$ cat src/rtl/pipe_stage_reg_pkg.sv
// ---------------------------------------------------------------------------
// pipe_stage_reg_pkg
//
// Purpose:
//   Shared definitions for the generic pipeline stage register.
//   - Stall-bus index constants. Each boundary instance picks its stall_up and
//     stall_down bits from the stall vector by name.
//   - Payload widths for each stage boundary. The payload is packed and
//     unpacked at the instantiation site, so these values set WIDTH there.
//   - The default event-counter width.
//   - The per-edge action encoding and the priority decode that selects it.
//
// Ports: none (package).
// ---------------------------------------------------------------------------
package pipe_stage_reg_pkg;

    // Bit positions inside the core stall vector, ordered from fetch to
    // writeback. A boundary between stage N and stage N+1 uses bit N as
    // stall_up and bit N+1 as stall_down.
    localparam int StallIf   = 0;
    localparam int StallId   = 1;
    localparam int StallEx   = 2;
    localparam int StallMem  = 3;
    localparam int StallWb   = 4;
    localparam int StallBusW = 5;

    // Payload widths for each boundary, in bits.
    localparam int IfIdWidth  = 64;
    localparam int IdExWidth  = 128;
    localparam int ExMemWidth = 96;
    localparam int MemWbWidth = 72;

    // Default width of the bubble and flush event counters.
    localparam int DefaultCntW = 16;

    // The action that the stage register performs on one rising edge. Reset
    // is handled separately because it also clears the counters.
    typedef enum logic [1:0] {
        ActLoad   = 2'd0,
        ActHold   = 2'd1,
        ActBubble = 2'd2,
        ActFlush  = 2'd3
    } stage_act_e;

    // Priority decode of the control inputs.
    // - Flush beats both stalls.
    // - A downstream stall beats an upstream stall, because the consumer
    //   still needs the instruction that this register holds.
    function automatic stage_act_e decodeAction(
        input logic flushIn,
        input logic stallUp,
        input logic stallDown
    );
        if (flushIn) begin
            return ActFlush;
        end
        if (stallDown) begin
            return ActHold;
        end
        if (stallUp) begin
            return ActBubble;
        end
        return ActLoad;
    endfunction

endpackage

$ cat src/rtl/pipe_stage_reg_sat_counter.sv
// ---------------------------------------------------------------------------
// sat_counter
//
// Purpose:
//   Saturating up-counter for performance-debug event counts.
//   - It sticks at all-ones and never wraps.
//   - A synchronous clear wins over an increment in the same cycle.
//   - The active-low synchronous reset wins over everything.
//
// Ports:
//   clock    in   1   rising-edge clock
//   reset_n  in   1   synchronous active-low reset, clears count
//   clr      in   1   synchronous clear, priority over inc
//   inc      in   1   count one event this cycle
//   count    out  W   registered count value
// ---------------------------------------------------------------------------
module sat_counter #(
    parameter int W = 16
) (
    input  logic         clock,
    input  logic         reset_n,
    input  logic         clr,
    input  logic         inc,
    output logic [W-1:0] count
);

    logic [W-1:0] countQ;
    logic [W-1:0] countD;

    // Next-state logic for the counter.
    // - The all-ones check stops the counter from wrapping to zero.
    // - A clear in the same cycle as an increment takes precedence.
    always_comb begin
        countD = countQ;
        if (clr) begin
            countD = '0;
        end else if (inc && (countQ != {W{1'b1}})) begin
            countD = countQ + W'(1);
        end
    end

    // Counter state register. The reset is synchronous and active-low.
    always_ff @(posedge clock) begin
        if (!reset_n) begin
            countQ <= '0;
        end else begin
            countQ <= countD;
        end
    end

    assign count = countQ;

endmodule

$ cat src/rtl/pipe_stage_reg.sv
// ---------------------------------------------------------------------------
// pipe_stage_reg
//
// Purpose:
//   Generic pipeline boundary register. It carries an opaque payload and a
//   valid bit from one stage to the next.
//   - Supports flush, downstream hold and upstream bubble insertion.
//   - Keeps saturating counters of inserted bubbles and effective flushes.
//   - Every output is registered, and a load takes exactly one cycle.
//
// Parameters:
//   WIDTH         payload width in bits (>= 1)
//   CLEAR_BUBBLE  1: a bubble or flush zeroes the payload
//                 0: a bubble or flush holds the payload and clears only valid
//   CNT_W         width of each event counter (>= 1)
//
// Ports:
//   clock         in   1      rising-edge clock
//   reset_n       in   1      synchronous active-low reset
//   stall_up      in   1      producing-stage stall
//   stall_down    in   1      consuming-stage stall
//   flush         in   1      kill the held instruction
//   cnt_clr       in   1      synchronous clear of both counters
//   valid_i       in   1      producer payload is a real instruction
//   data_i        in   WIDTH  producer payload
//   valid_o       out  1      registered valid
//   data_o        out  WIDTH  registered payload
//   bubble_cnt_o  out  CNT_W  bubbles inserted since last clear
//   flush_cnt_o   out  CNT_W  effective flushes since last clear
// ---------------------------------------------------------------------------
module pipe_stage_reg
    import pipe_stage_reg_pkg::*;
#(
    parameter int WIDTH        = 32,
    parameter int CLEAR_BUBBLE = 1,
    parameter int CNT_W        = DefaultCntW
) (
    input  logic             clock,
    input  logic             reset_n,
    input  logic             stall_up,
    input  logic             stall_down,
    input  logic             flush,
    input  logic             cnt_clr,
    input  logic             valid_i,
    input  logic [WIDTH-1:0] data_i,
    output logic             valid_o,
    output logic [WIDTH-1:0] data_o,
    output logic [CNT_W-1:0] bubble_cnt_o,
    output logic [CNT_W-1:0] flush_cnt_o
);

    stage_act_e       act;
    logic             validQ;
    logic             validD;
    logic [WIDTH-1:0] dataQ;
    logic [WIDTH-1:0] dataD;
    logic             bubbleInc;
    logic             flushInc;

    // Select the action for this edge from the control inputs.
    assign act = decodeAction(flush, stall_up, stall_down);

    // Next-state logic for the payload and valid bit.
    // - data_i is used only on a load, so an X on data_i during a hold,
    //   bubble or flush cannot reach the register.
    // - With CLEAR_BUBBLE=0, a killed slot keeps its stale payload. This
    //   saves toggling on the payload bus.
    always_comb begin
        validD = validQ;
        dataD  = dataQ;
        case (act)
            ActLoad: begin
                validD = valid_i;
                dataD  = data_i;
            end
            ActHold: begin
                validD = validQ;
                dataD  = dataQ;
            end
            ActBubble, ActFlush: begin
                validD = 1'b0;
                if (CLEAR_BUBBLE != 0) begin
                    dataD = '0;
                end
            end
            default: begin
                validD = validQ;
                dataD  = dataQ;
            end
        endcase
    end

    // Stage register. The reset is synchronous and active-low, and it clears
    // the slot whether the stage is mid-stall or mid-flush.
    always_ff @(posedge clock) begin
        if (!reset_n) begin
            validQ <= 1'b0;
            dataQ  <= '0;
        end else begin
            validQ <= validD;
            dataQ  <= dataD;
        end
    end

    // Event qualification.
    // - A flush counts only when it kills a live instruction.
    // - A bubble counts every cycle that one is inserted.
    assign bubbleInc = (act == ActBubble);
    assign flushInc  = (act == ActFlush) && validQ;

    sat_counter #(
        .W(CNT_W)
    ) uBubbleCnt (
        .clock  (clock),
        .reset_n(reset_n),
        .clr    (cnt_clr),
        .inc    (bubbleInc),
        .count  (bubble_cnt_o)
    );

    sat_counter #(
        .W(CNT_W)
    ) uFlushCnt (
        .clock  (clock),
        .reset_n(reset_n),
        .clr    (cnt_clr),
        .inc    (flushInc),
        .count  (flush_cnt_o)
    );

    assign valid_o = validQ;
    assign data_o  = dataQ;

endmodule

$ cat config.mk
export PLATFORM = sky130hd
export DESIGN_NAME = pipe_stage_reg
export DESIGN_NICKNAME = d
export VERILOG_FILES = /design/src/rtl/pipe_stage_reg_pkg.sv /design/src/rtl/pipe_stage_reg_sat_counter.sv /design/src/rtl/pipe_stage_reg.sv
export SDC_FILE = /design/constraint.sdc
export NUM_CORES = 1
export LEC_CHECK = 0
export BUFFER_PORTS_ARGS = -buffer_cell sky130_fd_sc_hd__buf_4
export CORE_ASPECT_RATIO = 0.8
export CORE_UTILIZATION = 49
export CTS_CLUSTER_SIZE = 20
export DETAILED_ROUTE_END_ITERATION = 7
export PLACE_DENSITY = 0.9
export SLEW_MARGIN = 20
export SYNTH_ARGS = -nofsm -noshare
export SYNTH_HDL_FRONTEND = slang
export SYNTH_SLANG_ARGS = --single-unit
$ cat constraint.sdc
create_clock -name clock -period 2 [get_ports clock]
set_input_delay 0.1 -clock clock [delete_from_list [all_inputs] [get_ports clock]]
set_output_delay 0.1 -clock clock [all_outputs]
set_load 0.02 [all_outputs]
==> results of run 1 <==
==> per-layer routing <==
metal,up-vias,part of all wire
met1,1378,0.44
met5,-,0
li1,1416,-
met4,0,0.015
met3,18,0.089
met2,160,0.46
==> registers in the layout (all words and copies together), names as in the netlist <==
register / flops
valid_o: 1
uBubbleCnt.count: 16
data_o: 32
uFlushCnt.count: 16
==> per-stage QoR <==
stage	hold WS [ns]	cells	worst slack, ns
2_1_floorplan	0.228	316	0.116
3_3_place_gp	0.369	499	0.245
3_5_place_dp	0.379	499	0.0998
4_1_cts	0.0226	515	0.0851
5_1_grt	0.0323	515	0.00640
6_report	0.0409	515	0.0952
==> critical path, cell delays in order, from the launching register on <==
cell and delay (ns):
dfxtp_1 0.45, ha_1 0.25, nand3_1 0.24, nor4_1 0.56, o311ai_0 0.21, o41ai_1 0.09
==> logic make-up (layout without fill, tap and decap cells) <==
family          Yosys count  in the layout
xor+xnor                  4              4
simple gates            134            134
fa+ha+maj                 2              2
mux                       2              2
buf+inv                  20            141
compound gates           89             89
flops                    65             65
==> layout make-up <==
class	instances	share of cell area
clock inverter	2	0.00870
sequential	65	0.323
timing repair buffer	120	0.224
clock buffer	14	0.0429
multi-input combinational	231	0.373
inverter	5	0.00466
tap	78	0.0242
==> cells in the mapped netlist (all sizes together), types with 2 or more instances <==
master | count | share of area
a41o | 2 | 0.0074
or3 | 13 | 0.028
and4 | 5 | 0.016
a31oi | 3 | 0.0065
o311ai | 2 | 0.0061
nor2 | 14 | 0.018
and2 | 2 | 0.0048
o41ai | 5 | 0.018
dfxtp | 65 | 0.45
buf | 2 | 0.0035
or4b | 2 | 0.0070
nor3 | 5 | 0.0087
xnor2 | 2 | 0.0061
o21ai | 13 | 0.023
ha | 2 | 0.0087
and3 | 5 | 0.011
clkbuf | 13 | 0.017
inv | 5 | 0.0065
a21oi | 21 | 0.037
a31o | 2 | 0.0061
nand3 | 13 | 0.023
or4 | 2 | 0.0052
nand2 | 19 | 0.025
a22oi | 33 | 0.086
nand4 | 7 | 0.017
nor2b | 34 | 0.074
nor4 | 6 | 0.018
mux2i | 2 | 0.0070
xor2 | 2 | 0.0061
a211oi | 2 | 0.0052
nand2b | 2 | 0.0044
or2 | 2 | 0.0044
==> report_power, final <==
part / internal (uW) / switching, uW
Sequential: 1310 / 8.19
Clock: 677 / 457
Combinational: 102 / 94.9
Total: 2090 / 560
==> path summary, 6_finish.rpt <==
path / start / end / depth (start not counted)
max: uFlushCnt.count[1]$_SDFFE_PP0P_ / uFlushCnt.count[9]$_SDFFE_PP0P_ / 5
min: data_i[19] / data_o[19]$_SDFFE_PN0P_ / 3
max reg2reg: uFlushCnt.count[1]$_SDFFE_PP0P_ / uFlushCnt.count[9]$_SDFFE_PP0P_ / 5
min reg2reg: uBubbleCnt.count[1]$_SDFFE_PP0P_ / uBubbleCnt.count[1]$_SDFFE_PP0P_ / 2
==> timing repair <==
item,4_1_cts,5_1_grt
resized for setup,0,2
hold buffers,0,0
setup endpoints to repair,0,5
buffers inserted,0,0
==> flow_metrics.env, run 1 <==
export IMPL_n_antenna_cell=0
export IMPL_crit_path_start_kind="register"
export IMPL_die_y_microns=70.4
export IMPL_avgSynthCellArea_sq_um=9.08
export IMPL_fin_skew_ns=0.00893
export IMPL_clock_sinks=65
export IMPL_max_freq_ghz=0.525
export IMPL_antenna_found_initial=0
export IMPL_yosys_area_share_adder=0.00873
export IMPL_design_area_sq_um=4030
export IMPL_place_hpwl_microns=5590
export IMPL_syn_inst=316
export IMPL_die_x_microns=87.5
export IMPL_drtPass1Iterations=5
export IMPL_p_per_area_nw_per_um2=657
export IMPL_fin_crit_ns=1.90
export IMPL_syn_to_final_growth_pct=40.4
export IMPL_holdCritPathClass="input pin to register"
export IMPL_drc_errors=0
export IMPL_slew_headroom=0.605
export IMPL_multi_input_area_sq_um=1500
export IMPL_seq_area_sq_um=1300
export IMPL_vias=2972
export IMPL_gr_usage_met2=0.388
export IMPL_io_buffers=103
export IMPL_grt_pass1_wl_microns=12300
export IMPL_cts_max_level=3
export IMPL_clock_path_buffers=2
export IMPL_slew_viol_final=0
export IMPL_drive_gt1_frac=0.343
export IMPL_synth_simple_area_share=0.275
export IMPL_drtAntennaViolNets=0
export IMPL_ys_warn_count=0
export IMPL_drv_cap=0
export IMPL_vias_per_cell=5.77
export IMPL_use_met3=0.0875
export IMPL_period_share=0.952
export IMPL_syn_num_nets=357
export IMPL_crit_type="register to register"
export IMPL_yosysSeqAreaShare=0.454
export IMPL_cts_root_buf="clkbuf_8"
export IMPL_ys_ff_latch=65
export IMPL_nets=473
export IMPL_clkLatencyLatePin_ns=0.33
export IMPL_gp_congestion=0.969
export IMPL_synth_cell_types=48
export IMPL_cp_arrival_ns=2.13
export IMPL_grtUsageTotal=0.256
export IMPL_dieArea_sq_um=6160
export IMPL_muxShareOfSynthArea=0.00698
export IMPL_async_reset_ff_frac=0
export IMPL_tightest_slew_ns=0.592
export IMPL_p_leak_uw=0.00158
export IMPL_syn_area_sq_um=2870
export IMPL_status="finished clean"
export IMPL_grt_pass1_vias=2760
export IMPL_wl_per_cell_microns=14.9
export IMPL_use_met1=0.332
export IMPL_initial_utilization=0.516
export IMPL_rows=24
export IMPL_drtIter0Drc=237
export IMPL_rrSetupSlack_ns=0.1
export IMPL_grt_max_degree=36
export IMPL_setup_viol=0
export IMPL_placed_cell_area_sq_um=3810
export IMPL_vdd_ir_drop_worst_v=0.000550
export IMPL_ys_flop_type="dfxtp_1"
export IMPL_synth_xor_area_frac=0.0122
export IMPL_n_fill_cell=426
export IMPL_final_cell_mix="120 x buf_4, 65 x dfxtp_1, 34 x nor2b_1"
export IMPL_power_uw=2650
export IMPL_grt_busiest_layer="met2"
export IMPL_clk_pin_slew_worst_paths_ns=0.07
export IMPL_synth_compound_area_frac=0.216
export IMPL_finalSetupTns_ns=0
export IMPL_coreArea_sq_um=5560
export IMPL_final_util=0.725
export IMPL_synth_top_family_by_area="simple AND/OR/NAND/NOR gates"
export IMPL_synth_edf_count=0
export IMPL_grt_remaining_overflow=0
export IMPL_finalHoldViolCount=0
export IMPL_final_common_cell="buf_4"
export IMPL_wirelength_microns=7690
export IMPL_cp_required_ns=2.23
export IMPL_rsz0062_at_grt="no"
export IMPL_cp_end_kind="register"
export IMPL_cts_buffers=9
export IMPL_cp_max_fo=7
export IMPL_io_pins=104
export IMPL_cts_tree="built"
Note: power is estimated with default switching activity, not from simulation.
==> inputs of run 2 (changes only) <==
--- a/config.mk
+++ b/config.mk
@@ -7,10 +7,10 @@
 export LEC_CHECK = 0
 export BUFFER_PORTS_ARGS = -buffer_cell sky130_fd_sc_hd__buf_4
 export CORE_ASPECT_RATIO = 0.8
-export CORE_UTILIZATION = 49
+export CORE_UTILIZATION = 28
 export CTS_CLUSTER_SIZE = 20
 export DETAILED_ROUTE_END_ITERATION = 7
-export PLACE_DENSITY = 0.9
+export PLACE_DENSITY = 0.61
 export SLEW_MARGIN = 20
 export SYNTH_ARGS = -nofsm -noshare
 export SYNTH_HDL_FRONTEND = slang
==> run 2 against run 1 <==
Effect of this change: combinational power about the same; clock power increased by 45%; final cell count increased by 11%; critical path depth decreased by 1; critical path type unchanged; core utilization decreased by 29 points; die area increased by 73%; sequential share of layout area decreased by 1.5 points.
==> flow_metrics.env, run 2 (synthesis gave the netlist of run 1 again) <==
export IMPL_die_y_microns=92.5
export IMPL_slew_viol_final=0
export IMPL_place_hpwl_microns=5840
export IMPL_p_per_area_nw_per_um2=746
export IMPL_cts_tree="built"
export IMPL_cp_required_ns=2.22
export IMPL_stdcell_count=574
export IMPL_clock_path_buffers=2
export IMPL_largest_reg_flops=32
export IMPL_cp_cell_sequence="ha_1 > nand4_1 > or4_1 > a41o_2"
export IMPL_drtIter0Drc=169
export IMPL_antenna_found_initial=0
export IMPL_final_util=0.431
export IMPL_slowest_delay_ns=0.60
export IMPL_drtAntennaViolNets=0
export IMPL_crit_type="register to register"
export IMPL_gr_usage_met2=0.234
export IMPL_grt_pass1_wl_microns=13300
export IMPL_postCtsHoldBufs=0
export IMPL_io_pins=104
export IMPL_grt_busiest_layer="met2"
export IMPL_rows=32
export IMPL_drv_cap=0
export IMPL_power_uw=3150
export IMPL_syn_to_final_growth_pct=47.3
export IMPL_max_freq_ghz=0.536
export IMPL_grt_max_degree=36
export IMPL_die_x_microns=115
export IMPL_cts_max_level=3
export IMPL_fin_skew_ns=0.00473
export IMPL_n_antenna_cell=0
export IMPL_wl_per_cell_microns=14.3
export IMPL_fin_crit_ns=1.87
export IMPL_clk_pin_slew_worst_paths_ns=0.06
export IMPL_vias=2887
export IMPL_final_cell_mix="121 x buf_4, 64 x dfxtp_1, 34 x nor2b_1"
export IMPL_gp_congestion=0.855
export IMPL_wirelength_microns=8220
export IMPL_cp_max_fo=5
export IMPL_tightest_slew_ns=0.626
export IMPL_use_met1=0.208
export IMPL_cp_arrival_ns=2.09
export IMPL_holdCritPathClass="input pin to register"
export IMPL_coreArea_sq_um=9810
export IMPL_dieArea_sq_um=10700
export IMPL_period_share=0.934
export IMPL_grt_pass1_vias=2735
export IMPL_crit_path_start_kind="register"
export IMPL_vias_per_cell=5.03
export IMPL_p_leak_uw=0.00164
export IMPL_cp_end_kind="register"
export IMPL_cts_buffers=9
export IMPL_nets=474
export IMPL_vdd_ir_drop_worst_v=0.000459
export IMPL_status="finished clean"
export IMPL_finalSetupTns_ns=0
export IMPL_cts_root_buf="clkbuf_16"
export IMPL_initial_utilization=0.292
export IMPL_setup_viol=0
export IMPL_io_buffers=103
export IMPL_rsz0062_at_grt="no"
export IMPL_finalHoldViolCount=0
export IMPL_slew_headroom=0.582
export IMPL_drc_errors=0
export IMPL_drtPass1Iterations=5
export IMPL_drive_gt1_frac=0.352
export IMPL_clkLatencyLatePin_ns=0.33
export IMPL_placed_cells=557
export IMPL_use_met3=0.0674
export IMPL_clock_sinks=65
export IMPL_final_common_cell="buf_4"
export IMPL_grt_remaining_overflow=0
export IMPL_n_fill_cell=982
export IMPL_grtUsageTotal=0.161
export IMPL_cp_slowest_cell="or4_1"
[run 2: cell types whose count changed in the layout (fill, tap and decap cells not counted), moves of 2 or more]
cell        previous run  this run
clkinvlp_4             0         2
clkbuf_1               2         0
clkbuf_8              12         3
clkbuf_16              0         9
[run 2: final timing paths]
path / depth (start not counted) / slack, ns / to / start
min reg2reg: 2 / 0.51 / uBubbleCnt.count[1]$_SDFFE_PP0P_ / uBubbleCnt.count[1]$_SDFFE_PP0P_
min: 3 / 0.04 / data_o[7]$_SDFFE_PN0P_ / data_i[7]
max: 4 / 0.13 / uBubbleCnt.count[9]$_SDFFE_PP0P_ / uBubbleCnt.count[0]$_SDFFE_PP0P_
max reg2reg: 4 / 0.13 / uBubbleCnt.count[9]$_SDFFE_PP0P_ / uBubbleCnt.count[0]$_SDFFE_PP0P_
[run 2: routing by layer]
metal  vias up  part of all wire
met4         0             0.021
met2        96              0.43
met5         -                 0
met3        14             0.089
met1      1348              0.46
li1       1429                 -
[run 2: through the flow]
step | hold slack [ns] | worst slack, ns | cell area, sq um
final | 0.0436 | 0.133 | 4230
after global routing | 0.0336 | 0.00651 | 4230
after CTS | 0.0289 | 0.104 | 4200
after detailed placement | 0.379 | 0.134 | 3880
after global placement | 0.370 | 0.186 | 3880
after floorplan | 0.228 | 0.116 | 2870
[run 2: repair_timing]
| action | CTS | global route |
|---|---|---|
| buffers inserted | 0 | 1 |
| hold endpoints to repair | 0 | 0 |
| resized for setup | 0 | 3 |
| endpoints found under the setup margin | 0 | 9 |
[run 2: where the power goes]
part | switching (uW) | internal [uW]
Combinational | 95.6 | 103
Clock | 572 | 1060
Sequential | 8.73 | 1310
[run 2: area by class of cell]
cell class	count	area, sq um	share of cell area
inverters	5	18.8	0.00444
repair buffers	121	908	0.215
multi-input cells	231	1510	0.357
flip-flops and latches	65	1300	0.308
clock inverters	4	50.0	0.0118
well taps	136	170	0.0403
clock buffers	12	267	0.0631
[run 2: critical path, delay by kind of cell, from the launching register on]
family	cells	cell delay, ns
adders and majority gates	1	0.23
and+or+nand+nor	2	0.84
AOI/OAI and AO/OA	1	0.28
DFF	1	0.41
==> inputs of run 3 (changes only) <==
--- a/config.mk
+++ b/config.mk
@@ -11,6 +11,7 @@
 export CTS_CLUSTER_SIZE = 20
 export DETAILED_ROUTE_END_ITERATION = 7
 export PLACE_DENSITY = 0.61
+export REMOVE_ABC_BUFFERS = 1
 export SLEW_MARGIN = 20
 export SYNTH_ARGS = -nofsm -noshare
 export SYNTH_HDL_FRONTEND = slang
==> constraint.sdc (replaced) <==
create_clock -name clock -period 2 [get_ports clock]
set_input_delay 0.2 -clock clock [delete_from_list [all_inputs] [get_ports clock]]
set_output_delay 0.2 -clock clock [all_outputs]
set_load 0.02 [all_outputs]
==> run 3 against run 2 <==
Effect of this change: design area shrank 1.1%; die area is the same; global-route usage shrank 0.34 points; largest cell class unchanged; combinational power is essentially flat; fmax shrank 1.6%; sequential cell count is the same.
==> flow_metrics.env, run 3 (synthesis gave the netlist of run 1 again) <==
export IMPL_status="finished clean"
export IMPL_cts_setup_buffers=0
export IMPL_place_hpwl_microns=5600
export IMPL_antenna_found_initial=0
export IMPL_drive_gt1_frac=0.342
export IMPL_crit_path_start_kind="register"
export IMPL_pwr_share_clk=0.526
export IMPL_max_freq_ghz=0.527
export IMPL_syn_to_final_growth_pct=45.8
export IMPL_stdcell_count=569
export IMPL_cp_arrival_ns=2.10
export IMPL_clkLatencyLatePin_ns=0.33
export IMPL_place_ws_ns=0.121
export IMPL_rsz0062_at_grt="yes"
export IMPL_grt_remaining_overflow=0
export IMPL_p_int_uw=2500
export IMPL_cp_max_fo=7
export IMPL_final_common_cell="buf_4"
export IMPL_tightest_slew_ns=0.616
export IMPL_p_sw_uw=697
export IMPL_n_antenna_cell=0
export IMPL_cp_required_ns=2.21
export IMPL_grtUsageTotal=0.157
export IMPL_postCtsHoldBufs=0
export IMPL_netSwitchingFraction=0.218
export IMPL_pwr_share_seq=0.412
export IMPL_initial_utilization=0.292
export IMPL_grt_max_degree=34
export IMPL_drtAntennaViolNets=0
export IMPL_cp_end_kind="register"
export IMPL_layout_setup_ws_ns=0.103
export IMPL_rows=32
export IMPL_nets=469
export IMPL_combPwrFrac=0.062
export IMPL_cts_max_level=3
export IMPL_gp_congestion=0.871
export IMPL_power_uw=3200
export IMPL_slew_viol_final=0
export IMPL_fin_skew_ns=0.00532
export IMPL_cts_buffers=9
export IMPL_finalSetupTns_ns=0
export IMPL_period_share=0.949
export IMPL_vias=2833
export IMPL_grt_pass1_wl_microns=13000
export IMPL_cts_tree="built"
export IMPL_finalHoldViolCount=0
export IMPL_p_leak_uw=0.00160
export IMPL_vdd_ir_drop_worst_v=0.000453
export IMPL_post_cts_resize_count=0
export IMPL_io_buffers=103
export IMPL_coreArea_sq_um=9810
export IMPL_vias_per_cell=4.98
export IMPL_io_pins=104
export IMPL_die_y_microns=92.5
export IMPL_grt_pass1_vias=2688
export IMPL_final_cell_mix="116 x buf_4, 65 x dfxtp_1, 34 x nor2b_1"
export IMPL_crit_type="register to register"
export IMPL_placed_cells=553
export IMPL_dieArea_sq_um=10700
export IMPL_largest_reg_flops=32
export IMPL_p_per_area_nw_per_um2=765
export IMPL_holdCritPathClass="input pin to register"
export IMPL_clock_path_buffers=2
export IMPL_die_x_microns=115
export IMPL_setup_viol=0
export IMPL_clock_sinks=65
export IMPL_wl_per_cell_microns=13.9
export IMPL_drc_errors=0
export IMPL_fin_crit_ns=1.90
export IMPL_cts_root_buf="clkbuf_16"
export IMPL_wirelength_microns=7880
export IMPL_drtPass1Iterations=5
export IMPL_slew_headroom=0.589
export IMPL_drv_cap=0
export IMPL_drtIter0Drc=175
export IMPL_clk_pin_slew_worst_paths_ns=0.06
-- run 3: changes by cell type in the layout (fill, tap and decap cells not counted), sizes merged --
cell,previous run,this run
clkbuf,12,9
inv,5,6
bufinv,1,2
buf,121,116
clkinv,1,2
-- run 3: cell type report --
class,instances,area [sq um]
Fill cell,1007,5630
Sequential cell,65,1300
Timing Repair Buffer,116,871
Clock inverter,7,93.8
Clock buffer,9,225
Inverter,5,18.8
Tap cell,136,170
Multi-Input combinational cell,231,1500
-- run 3: per-layer routing --
| layer | track usage | wire length [microns] | vias to the layer above |
|---|---|---|---|
| li1 | - | - | 1414 |
| met1 | 0.192 | 3490 | 1318 |
| met2 | 0.245 | 3650 | 94 |
| met3 | 0.0746 | 689 | 7 |
| met4 | 0.0465 | 51 | 0 |
| met5 | 0 | 0 | - |
-- run 3: critical path: stages (launching register included) --
cell and delay [ns]:
dfxtp_1 0.45, ha_1 0.26, nand3_1 0.24, o41ai_1 0.41, buf_4 0.19, mux2i_1 0.19
nor2_1 0.05
-- run 3: path summary, 6_finish.rpt --
check,slack (ns),end,from,cells after the start
worst min-delay path,0.14,data_o[2]$_SDFFE_PN0P_,data_i[2],3
worst max register to register,0.10,uFlushCnt.count[1]$_SDFFE_PP0P_,uFlushCnt.count[1]$_SDFFE_PP0P_,6
worst min register to register,0.50,uBubbleCnt.count[11]$_SDFFE_PP0P_,uBubbleCnt.count[11]$_SDFFE_PP0P_,2
worst max-delay path,0.10,uFlushCnt.count[1]$_SDFFE_PP0P_,uFlushCnt.count[1]$_SDFFE_PP0P_,6
-- run 3: stage by stage --
| step | hold WS [ns] | util | area, sq um |
|---|---|---|---|
| after global routing | 0.131 | 0.426 | 4180 |
| after floorplan | 0.328 | - | 2810 |
| final | 0.140 | 0.426 | 4180 |
| after global placement | 0.469 | 0.393 | 3850 |
| after detailed placement | 0.480 | 0.393 | 3850 |
| after CTS | 0.123 | 0.426 | 4170 |
-- run 3: power groups by stage --
stage                     sequential (uW)  combinational, uW  clock, uW
after floorplan                      1360               62.7          0
after global placement               1350                197          0
after detailed placement             1350                199          0
after CTS                            1320                199       1740
after global routing                 1320                215       1790
final                                1320                197       1680
